===== config.mk =====
export PLATFORM = sky130hd
export DESIGN_NAME = present_dec_core_flat
export DESIGN_NICKNAME = d
export VERILOG_FILES = /design/src/rtl/present_dec_core_if.sv /design/src/rtl/present_dec_core.sv /design/src/flat_wrapper.sv
export SDC_FILE = /design/constraint.sdc
export NUM_CORES = 1
export LEC_CHECK = 0
export ABC_AREA = 1
export CORE_MARGIN = 2
export CORE_UTILIZATION = 59
export CTS_BUF_LIST = sky130_fd_sc_hd__clkbuf_16
export DETAILED_ROUTE_END_ITERATION = 8
export DONT_BUFFER_PORTS = 1
export PLACE_DENSITY = 0.78
export REMOVE_ABC_BUFFERS = 1
export SETUP_SLACK_MARGIN = 0.02
export SKIP_LAST_GASP = 1
export SYNTH_ARGS = -nofsm -noshare
export SYNTH_HDL_FRONTEND = slang
export SYNTH_SLANG_ARGS = --single-unit
export TNS_END_PERCENT = 30

===== constraint.sdc =====
create_clock -name clk -period 13.2 [get_ports clk]
set_input_delay 1.98 -clock clk [delete_from_list [all_inputs] [get_ports clk]]
set_output_delay 1.98 -clock clk [all_outputs]
set_load 0.005 [all_outputs]

===== src/rtl/present_dec_core_if.sv =====
// present_dec_core_if: ciphertext/key input and plaintext output handshakes of the PRESENT-80 decryption core.
interface present_dec_core_if;
    logic        in_valid, in_ready, out_valid, out_ready, busy;
    logic [0:63] ciphertext, plaintext;
    logic [0:79] key;
    modport master(output in_valid, ciphertext, key, out_ready, input in_ready, out_valid, plaintext, busy);
    modport slave(input in_valid, ciphertext, key, out_ready, output in_ready, out_valid, plaintext, busy);
endinterface


===== src/rtl/present_dec_core.sv =====
// present_dec_core: iterative PRESENT-80 decryption, one inverse round per clock.
// Buses are MSB-first ([0] is the MSB); the final round key K32 is cached per master key.
module present_dec_core #(
    parameter bit KEY_CACHE = 1'b1
) (
    input logic clk,
    input logic rst,
    present_dec_core_if.slave io
);
    typedef enum logic [2:0] {IDLE, KEYGEN, DEC, FIN, DONE} state_t;
    localparam logic [0:63] SB  = 64'hC56B90AD3EF84712;
    localparam logic [0:63] ISB = 64'h5EF8C12DB463079A;

    state_t      state, state_n;
    logic [0:63] s, s_n, pt, pt_n;
    logic [0:79] k, k_n, k32, k32_n, tag, tag_n;
    logic [4:0]  rc, rc_n;
    logic        ov, ov_n, cv, cv_n, hit;

    function automatic logic [0:3] sbox(input logic [0:3] x);
        return SB[{x, 2'b00} +: 4];
    endfunction

    function automatic logic [0:3] isbox(input logic [0:3] x);
        return ISB[{x, 2'b00} +: 4];
    endfunction

    function automatic logic [0:63] inv_round(input logic [0:63] x);
        logic [0:63] y;
        for (int i = 0; i < 63; i++) y[i] = x[(16 * i) % 63];
        y[63] = x[63];
        for (int n = 0; n < 16; n++) y[4*n +: 4] = isbox(y[4*n +: 4]);
        return y;
    endfunction

    function automatic logic [0:79] fwd_key(input logic [0:79] x, input logic [4:0] r);
        return {sbox(x[61:64]), x[65:79], x[0:40], x[41:45] ^ r, x[46:60]};
    endfunction

    // Undo fwd_key: strip the counter, invert the S-box, then rotate back by 19.
    function automatic logic [0:79] inv_key(input logic [0:79] x, input logic [4:0] r);
        logic [0:79] t;
        t = x;
        t[60:64] = t[60:64] ^ r;
        t[0:3] = isbox(t[0:3]);
        return {t[19:79], t[0:18]};
    endfunction

    assign hit          = KEY_CACHE && cv && (io.key == tag);
    assign io.in_ready  = (state == IDLE);
    assign io.busy      = (state == KEYGEN) || (state == DEC) || (state == FIN);
    assign io.out_valid = ov;
    assign io.plaintext = pt;

    always_ff @(posedge clk or posedge rst) begin
        if (rst) begin
            state <= IDLE;
            s     <= '0;
            k     <= '0;
            k32   <= '0;
            tag   <= '0;
            rc    <= '0;
            pt    <= '0;
            ov    <= 1'b0;
            cv    <= 1'b0;
        end else begin
            state <= state_n;
            s     <= s_n;
            k     <= k_n;
            k32   <= k32_n;
            tag   <= tag_n;
            rc    <= rc_n;
            pt    <= pt_n;
            ov    <= ov_n;
            cv    <= cv_n;
        end
    end

    always_comb begin
        state_n = state;
        s_n     = s;
        k_n     = k;
        k32_n   = k32;
        tag_n   = tag;
        rc_n    = rc;
        pt_n    = pt;
        ov_n    = ov;
        cv_n    = cv;
        case (state)
            IDLE: if (io.in_valid) begin
                s_n     = io.ciphertext;
                tag_n   = io.key;
                k_n     = hit ? k32 : io.key;
                rc_n    = hit ? 5'd31 : 5'd1;
                cv_n    = hit;
                state_n = hit ? DEC : KEYGEN;
            end
            KEYGEN: begin
                k_n     = fwd_key(k, rc);
                rc_n    = (rc == 5'd31) ? rc : rc + 5'd1;
                k32_n   = (rc == 5'd31) ? k_n : k32;
                cv_n    = cv || (rc == 5'd31);
                state_n = (rc == 5'd31) ? DEC : KEYGEN;
            end
            DEC: begin
                s_n     = inv_round(s ^ k[0:63]);
                k_n     = inv_key(k, rc);
                rc_n    = (rc == 5'd1) ? rc : rc - 5'd1;
                state_n = (rc == 5'd1) ? FIN : DEC;
            end
            FIN: begin
                pt_n    = s ^ k[0:63];
                ov_n    = 1'b1;
                state_n = DONE;
            end
            DONE: if (io.out_ready) begin
                ov_n    = 1'b0;
                state_n = IDLE;
            end
            default: state_n = IDLE;
        endcase
    end
endmodule

===== src/flat_wrapper.sv =====
// flat-port wrapper written by rule: the top's interface ports become plain ports
module present_dec_core_flat 
#(
    parameter bit KEY_CACHE = 1'b1
)
  (clk, rst, io_in_valid, io_ciphertext, io_key, io_out_ready, io_in_ready, io_out_valid, io_plaintext, io_busy);
  present_dec_core_if io_i ();
  input logic clk;
  input logic rst;
  input wire logic [$bits(io_i.in_valid)-1:0] io_in_valid;
  input wire logic [$bits(io_i.ciphertext)-1:0] io_ciphertext;
  input wire logic [$bits(io_i.key)-1:0] io_key;
  input wire logic [$bits(io_i.out_ready)-1:0] io_out_ready;
  output wire logic [$bits(io_i.in_ready)-1:0] io_in_ready;
  output wire logic [$bits(io_i.out_valid)-1:0] io_out_valid;
  output wire logic [$bits(io_i.plaintext)-1:0] io_plaintext;
  output wire logic [$bits(io_i.busy)-1:0] io_busy;
  assign io_i.in_valid = io_in_valid;
  assign io_i.ciphertext = io_ciphertext;
  assign io_i.key = io_key;
  assign io_i.out_ready = io_out_ready;
  assign io_in_ready = io_i.in_ready;
  assign io_out_valid = io_i.out_valid;
  assign io_plaintext = io_i.plaintext;
  assign io_busy = io_i.busy;
  present_dec_core #(.KEY_CACHE(KEY_CACHE)) u_core (.clk(clk), .rst(rst), .io(io_i));
endmodule

Word level (Yosys, flattened, before mapping)
Index checks and enable logic that the tools add are counted.

cells by class
  add/subtract/negate cells = 2
  eq/ne operators = 11
  shift operators = 18
  multiplexer cells = 20
  bitwise operators = 21
  reductions and logical operators = 17

operator list
  operator                    number
  $shiftx A64 B7 Y65 const A  18
  $pmux W80 S3                1
  $mux W80                    2
  $pmux W64 S2                1
  $not A6 Y7                  18
  $eq A80 B80 Y1              1
  $mux W64                    1
  $xor A64 B64 Y64            1
  $mux W5                     4
  $pmux W3 S5                 1
  $pmux W5 S3                 1
  $reduce_and A2 Y1           7
  $xor A5 B5 Y5               2
  $ne A2 B2 Y1 const B        4
  $eq A3 B2 Y1 const B        2
  $mux W3                     2
  $reduce_bool A2 Y1          3
  $add A5 B1 Y5 const B       1
  $eq A5 B1 Y1 const B        1
  $eq A5 B5 Y1 const B        1
  $sub A5 B1 Y5 const B       1
  $mux W2                     2
  $pmux W1 S2                 2
  $reduce_and A4 Y1           1
  7 further kinds             11

storage, ports and cells
  flip-flop bits (word level) = 378
  input bits = 148
  output and inout bits = 67
  word-level logic and storage cells = 98

Logic depth before layout (Yosys ltp)
Gate-level depths: netlist of run 1.

  depth in word-level cells = 5
  depth in mapped cells = 14
  depth with buffers taken out = 12

Worst setup path before layout of run 1
OpenSTA, ideal clock, no wires.

  path kind = input -> register
  start = input io_key[70]
  end = register u_core.k[71] (netlist name)
  setup time = 77 ps
  arrival = 3299 ps
  required time = 13123 ps
  path slack = 9823 ps
  stages on the path = 14
  buffers on the path = 2
  cell sequence = inv_1 > nand2_1 > nand2_1 > nor2_1 > nand2_1 > nor2_1 > nand2_1 > nor2_2 > nand3_1 > buf_2 > buf_2 > nand2_1 > nand3_1 > a21oi_1

on the way
  cells in the longest elaborated chain, start to end = 5

RTL lines
  what                  RTL line                source
  start, declared       flat_wrapper.sv:12      input wire logic [$bits(io_i.key)-1:0] io_key;
  $eq A80 B80 Y1        present_dec_core.sv:49  assign hit = KEY_CACHE && cv && (io.key == tag);
  $logic_and A1 B1 Y1   present_dec_core.sv:49
  $mux W80              present_dec_core.sv:93  k_n = hit ? k32 : io.key;
  $mux W80              present_dec_core.sv:90  IDLE: if (io.in_valid) begin
  $pmux W80 S3          present_dec_core.sv:89  case (state)
  end signal, assigned  present_dec_core.sv:69  k <= k_n;
  end, declared         present_dec_core.sv:16  logic [0:79] k, k_n, k32, k32_n, tag, tag_n;

Every way passes these cells. The select of a mux whose other input is x is not followed.
A chain may end at the register's enable or synchronous reset.

Worst setup path in the final report of run 1
  start = register u_core.state[2]
  end = register u_core.k[3] (netlist name)

on the way
  cells in the longest elaborated chain, start to end = 3
  elaborated cells between the ends (all ways) = 7
  those cells by class = eq/ne: 3; mux: 1; reduce/logical: 3

RTL lines
  what                                                                 RTL line                source
  start, declared                                                      present_dec_core.sv:14  state_t state, state_n;
  start signal, assigned                                               present_dec_core.sv:67  state <= state_n;
  $eq A3 B2 Y1, or another cell as far along                           present_dec_core.sv:89
  $reduce_bool A3 Y1 (no source line) or $ne A2 B2 Y1 (tied branches)  -
  $reduce_and A2 Y1 (no source line)                                   -

Parallel ways exist; a longest one is shown, timed or not.

==> flow_summary.ini, run 1 <==
[run_status]
outcome = finished clean

[cts]
clk_pin_slew_ps = 60
cts_max_level = 2
holdBufCountCts = 0
cts_sinks = 378
cts_max_path_buffers = 3
cts_buffers = 43
cts_resized = 0
post_cts_buffers = 0
clock_latency_ps = 580
cts_tree = done
root_buffer = clkbuf_16

[global_routing]
grt_max_degree = 182
antenna_found_initial = 3
grt_use_total_pct = 37.8
grt_pass1_wl_um = 119000
first_global_vias = 20400
grt-ovfl-total = 0

[floorplan]
row_count = 72
die_width_um = 201
ioPinCount = 215
die_h_um = 201
core_um2 = 38400
dieArea_um2 = 40200
initial_utilization_pct = 59.4

[cells_and_area]
area_delta_synth_final_pct = 7.24
multi_input_area_um2 = 11400
layout_common_cells = nand2_1 (833), dfrtp_1 (378), o21ai_0 (325)
layout_commonest_cell = nand2_1
fillers = 3393
drive_gt1_share_pct = 5.93
seq_area_um2 = 9460
fin_nets = 3246

[yosys]
yosysSeqAreaShare_pct = 41.5
ys_types = 38
syn_inst = 3077
syn_area_um2 = 22800
ys_warn_count = 0
synth_area_per_cell_um2 = 7.41
yosys.area.top_type = dfrtp_1
synth_top_area_share_pct = 41.5
ys_seq_elements = 378
synthTopCellsByArea = dfrtp_1 (41%), nand2_1 (14%), o21ai_0 (7.1%), ha_1 (6.1%), inv_1 (5.0%)

[sta]
fin_crit_ps = 4370
drv_slew = 0
period_share_pct = 33.1
fmax_mhz = 229
fin_setup_tns_ps = 0
finalSetupViolCount = 0
worst_pin_slew_ps = 1150
slew_headroom_pct = 23.5
hold_violations = 0
finalClockSkew_ps = 17.9
grt_setup_unrepaired = no

[worst_setup_path]
crit_required_ps = 13640
path_buf_inv = 5
criticalPathCategory = flop to flop
path_common_cell = buf_4
startpoint_type = flop
startpoint = u_core.state[2]$_DFFE_PP0P_
crit_slowest_cell = buf_4
cp-end-kind = flop
cp_cell_sequence = nor3_4 > buf_4 > inv_2 > nand2_1 > nor2_4 > buf_4 > clkinv_2 > buf_4 > o21ai_0 > a21oi_1 > a21oi_1
path_max_fanout = 85
cpPeakStageDelay_ps = 790
crit_family = buffers and inverters
cp.arrival_ps = 4820
r2r_start = u_core.state[2]$_DFFE_PP0P_

[placed_design]
portBuffers = 0
dp_hpwl_um = 53700
gp_congestion = 0.986

[power]
switchingPower_mw = 3.25
power_frac_comb_pct = 49.3
internal_power_mw = 3.46
switching_share_pct = 48.4
vdd_ir_drop_max_mv = 0.137
seq_power_share_pct = 32.6
power.density_nw_per_um2 = 274
power.leakage_nw = 11.8
p_clk_share_pct = 18.1
totalPowerFinal_mw = 6.71

[detailed_routing]
vias = 21800
wl_per_cell_um = 21.7
ant_nets = 0
wl_um = 76800
drc = 0
vias_per_cell = 6.15
dr.pass1.iters = 7
dr.first_iter.drc_count = 2893

[worst_hold_path]
hp-start = u_core.io.out_valid$_DFFE_PP0P_
hold_path_class = flop to flop

[run]
drv_cap = 0
routing by layer:
metal | up-vias | wire (µm) | track usage (%) | share of wire [%]
li1 | 9903 | - | - | -
met1 | 10300 | 29600 | 50.9 | 39
met2 | 1377 | 33600 | 57.6 | 44
met3 | 222 | 9740 | 10.2 | 13
met4 | 0 | 3840 | 16.6 | 5.0
met5 | - | 0 | 0 | 0
worst reg2reg max path, cell delays in order, from the launching register on:
cell,delay (ps)
dfrtp_1,460
nor3_4,200
buf_4,750
inv_2,310
nand2_1,310
nor2_4,40
buf_4,380
clkinv_2,140
buf_4,790
o21ai_0,280
a21oi_1,460
a21oi_1,130
sequential cells by signal, summed over array words and instances, names as in the netlist:
register	count
u_core.state	3
u_core.rc	5
u_core.io.plaintext	64
u_core.cv	1
u_core.k32	80
u_core.s	64
u_core.tag	80
u_core.io.out_valid	1
u_core.k	80
power groups by stage:
| stage | Sequential, mW | Combinational [mW] | Clock [mW] |
|---|---|---|---|
| 2_1_floorplan | 1.93 | 2.43 | 0 |
| 3_3_place_gp | 2.15 | 3.06 | 0 |
| 3_5_place_dp | 2.17 | 3.20 | 0 |
| 4_1_cts | 2.15 | 3.23 | 1.22 |
| 5_1_grt | 2.22 | 3.70 | 1.27 |
| 6_report | 2.18 | 3.31 | 1.22 |
final timing paths:
| path | to | slack, ps | depth (start not counted) |
|---|---|---|---|
| max | u_core.k[3]$_DFFE_PP0P_ | 8830 | 11 |
| max in group asynchronous | u_core.s[24]$_DFFE_PP0P_ | 10200 | 2 |
| min in group asynchronous | u_core.s[0]$_DFFE_PP0P_ | 1400 | 1 |
| max reg2reg | u_core.k[3]$_DFFE_PP0P_ | 8830 | 11 |
| min | u_core.io.out_valid$_DFFE_PP0P_ | 490 | 2 |
| min reg2reg | u_core.io.out_valid$_DFFE_PP0P_ | 490 | 2 |
logic make-up after synthesis:
kind of cell / synth area share, %
simple gates: 25.6
compound gates: 15.6
buf+inv: 8.65
flops: 41.5
fa+ha+maj: 6.09
xor+xnor: 2.61
cells in the mapped netlist (all sizes together):
| cell type | instances |
|---|---|
| xnor2 | 38 |
| o211ai | 34 |
| nor3 | 20 |
| a311oi | 5 |
| xor2 | 30 |
| buf | 39 |
| a32o | 1 |
| dfrtp | 378 |
| a22oi | 4 |
| a21oi | 128 |
| a32oi | 1 |
| a211oi | 9 |
| nand2 | 834 |
| o21ai | 327 |
| o311ai | 3 |
| nor2 | 239 |
| nand3b | 3 |
| and3 | 1 |
| nand4 | 87 |
| or2 | 36 |
| a31oi | 7 |
| o221ai | 13 |
| ha | 111 |
| o21a | 1 |
| clkbuf | 116 |
| o22ai | 1 |
| clkinv | 4 |
| nand3 | 178 |
| o31ai | 1 |
| a221oi | 73 |
| inv | 353 |
| a221o | 2 |
layout make-up:
type / count / share of cell area, %
Antenna cell: 3 / 0.0307
Clock buffer: 45 / 4.60
Clock inverter: 30 / 1.07
Inverter: 357 / 5.53
Multi-Input combinational cell: 2187 / 46.8
Sequential cell: 378 / 38.7
Tap cell: 518 / 2.65
Timing Repair Buffer: 20 / 0.665
stage by stage:
stage | hold WS [ps] | setup slack, ps | instance area [µm²] | cells | utilization, %
6_report | 494 | 8830 | 24500 | 3538 | 63.7
5_1_grt | 519 | 8720 | 24500 | 3537 | 63.7
4_1_cts | 501 | 8960 | 24500 | 3535 | 63.7
3_5_place_dp | 481 | 8430 | 23100 | 3460 | 60.1
3_3_place_gp | 481 | 8440 | 23100 | 3460 | 60.1
2_1_floorplan | 453 | 719 | 22200 | 2922 | -
(Power assumes the default switching activity.)
==> run 2, diff against run 1 <==
ABC_AREA = 0   (was 1)
CORE_UTILIZATION = 65   (was 59)
PLACE_DENSITY = 0.81   (was 0.78)
clock period = 4.55 ns   (was 13.2 ns; I/O delays follow)
==> flow_summary.ini, run 2 <==
[run_status]
outcome = finished clean

[floorplan]
core_um2 = 32500
die_h_um = 186
dieArea_um2 = 34500
row_count = 66
initial_utilization_pct = 65.9
die_width_um = 186
ioPinCount = 215

[power]
vdd_ir_drop_max_mv = 0.376
switchingPower_mw = 8.25
power.leakage_nw = 10.6
power.density_nw_per_um2 = 783
seq_power_share_pct = 33.0
p_clk_share_pct = 17.8
internal_power_mw = 9.73
power_frac_comb_pct = 49.3
switching_share_pct = 45.9

[yosys]
yosysMostFrequentCell = nand2_1
ys_types = 59
synth_fa_ha_area_share_pct = 6.47
syn_area_um2 = 21400
yosys.area.top_type = dfrtp_1
syn_inst = 2357
synthTopCellsByArea = dfrtp_1 (44%), nand2_1 (11%), ha_1 (6.5%), a22oi_1 (5.2%), o21ai_0 (5.2%)
synthTopCellsByCount = nand2_1 (602), dfrtp_1 (378), o21ai_0 (222), a22oi_1 (150), xnor2_1 (120)
synth_top_family_by_area = compound AO/OA/AOI/OAI gates
ys_warn_count = 0
ys_seq_elements = 378
yosysSeqAreaShare_pct = 44.1
synth_top_area_share_pct = 44.1
synth-edff-count = 0
synth_xor_area_share_pct = 6.33
yosys.area_share.simple_pct = 14.4
synthMuxAreaShare_pct = 6.26
synth_area_per_cell_um2 = 9.10
synth_compound_area_share_pct = 18.1
synthArstFlopShare_pct = 100
ys.flop_type = dfrtp_1

[cells_and_area]
fin_nets = 2547
layout_common_cells = nand2_1 (600), dfrtp_1 (378), o21ai_0 (222)
largest_registers = u_core.k32: 80 flops, u_core.k: 80 flops, u_core.tag: 80 flops
drive_gt1_share_pct = 5.07
diodes = 0
fin_area_um2 = 23000
area_delta_synth_final_pct = 7.13
layout_commonest_cell = nand2_1
fillers = 2448

[worst_hold_path]
hold_path_class = primary input to asynchronous set/reset pin

[cts]
cts_tree = done
clk_pin_slew_ps = 60
cts_buffers = 41
holdBufCountCts = 0
root_buffer = clkbuf_16
clock_latency_ps = 560
cts_max_level = 2
cts_max_path_buffers = 3
cts_resized = 0
cts_sinks = 378
post_cts_buffers = 0

[global_routing]
grt_max_degree = 168
antenna_found_initial = 2
grt_use_total_pct = 37.6
first_global_vias = 17500
grt-ovfl-total = 0
grt_pass1_wl_um = 98700

[detailed_routing]
ant_nets = 0
vias_per_cell = 6.55
drc = 0
wl_um = 64300
dr.first_iter.drc_count = 2219
vias = 18000
wl_per_cell_um = 23.4
dr.pass1.iters = 6

[sta]
finalSetupViolCount = 0
fin_setup_tns_ps = 0
drv_slew = 0
hold_violations = 0
worst_pin_slew_ps = 1130
fmax_mhz = 304
grt_setup_unrepaired = no
fin_crit_ps = 3290
period_share_pct = 72.4
slew_headroom_pct = 23.8
setup_slack_ps = 1260
finalClockSkew_ps = 28.9

[worst_setup_path]
crit_required_ps = 4930
cp.arrival_ps = 3680
criticalPathCategory = flop to flop
startpoint_type = flop
cp-end-kind = flop
path_max_fanout = 87

[placed_design]
dp_hpwl_um = 45000
dpl-instance-area_um2 = 21700
post-place-ws_ps = 1150
gp_congestion = 0.986
portBuffers = 0

[run]
drv_cap = 0
-- run 2: changes by cell type in the layout (fill, tap and decap cells not counted), sizes merged, moves of 82 or more --
cell / previous run / this run
xnor2: 38 / 120
nand3: 178 / 5
o21ai: 327 / 226
inv: 357 / 105
a22oi: 4 / 150
nor2: 239 / 72
mux2i: 0 / 87
nand2: 834 / 602
-- run 2: cell type report --
| type | count | area [µm²] | area share, % |
|---|---|---|---|
| multi-input combinational | 1745 | 11100 | 48.3 |
| sequential | 378 | 9460 | 41.2 |
| clock buffer | 41 | 1030 | 4.46 |
| tap | 442 | 553 | 2.41 |
| inverter | 95 | 364 | 1.58 |
| timing repair buffer | 27 | 278 | 1.21 |
| clock inverter | 23 | 208 | 0.904 |
-- run 2: worst paths after layout --
check,cells past startpoint,start,endpoint,slack [ps]
max in group asynchronous,2,rst,u_core.k32[18]$_DFFE_PP0P_,3310
worst min-delay path,1,rst,u_core.s[28]$_DFFE_PP0P_,80
worst max register to register,8,u_core.tag[56]$_DFFE_PP0P_,u_core.k[32]$_DFFE_PP0P_,1260
worst min register to register,2,u_core.k32[75]$_DFFE_PP0P_,u_core.k32[75]$_DFFE_PP0P_,470
min in group clk,2,io_key[79],u_core.tag[0]$_DFFE_PP0P_,230
worst max-delay path,8,u_core.tag[56]$_DFFE_PP0P_,u_core.k[32]$_DFFE_PP0P_,1260
-- run 2: logic make-up after synthesis --
kind of cell	after synthesis
xor+xnor	155
simple gates	764
flops	378
fa+ha+maj	111
mux	110
buf+inv	234
compound gates	605
-- run 2: power groups by stage --
stage	registers [mW]	logic, mW	clock network, mW
global route	5.98	9.84	3.33
floorplan	5.23	6.80	0
detailed placement	5.87	8.62	0
CTS	5.82	8.71	3.21
global placement	5.81	8.16	0
finish	5.93	8.86	3.19
-- run 2: worst max-delay path, cell delays in order (launching register included) --
cell and delay, ps:
dfrtp_1 390, xnor2_1 390, nand4_1 230, nor4_1 470, nand4_1 190, nor4_2 350, buf_12 560, mux2i_1 320
a22oi_1 130
-- run 2: per-stage QoR --
step,hold slack (ps),cells,util (%),power [mW]
2_1_floorplan,445,2218,-,12.0
3_3_place_gp,457,2687,66.8,14.0
6_report,84.4,2751,70.6,18.0
4_1_cts,129,2751,70.6,17.7
3_5_place_dp,462,2687,66.8,14.5
5_1_grt,151,2751,70.6,19.2
-- run 2: layer usage --
metal	share of wire, %	global-route usage (%)	vias up
li1	-	-	8011
met1	37	48.3	8714
met2	45	57.1	1036
met3	12	10.2	249
met4	6.6	22.3	6
met5	0.061	0	-
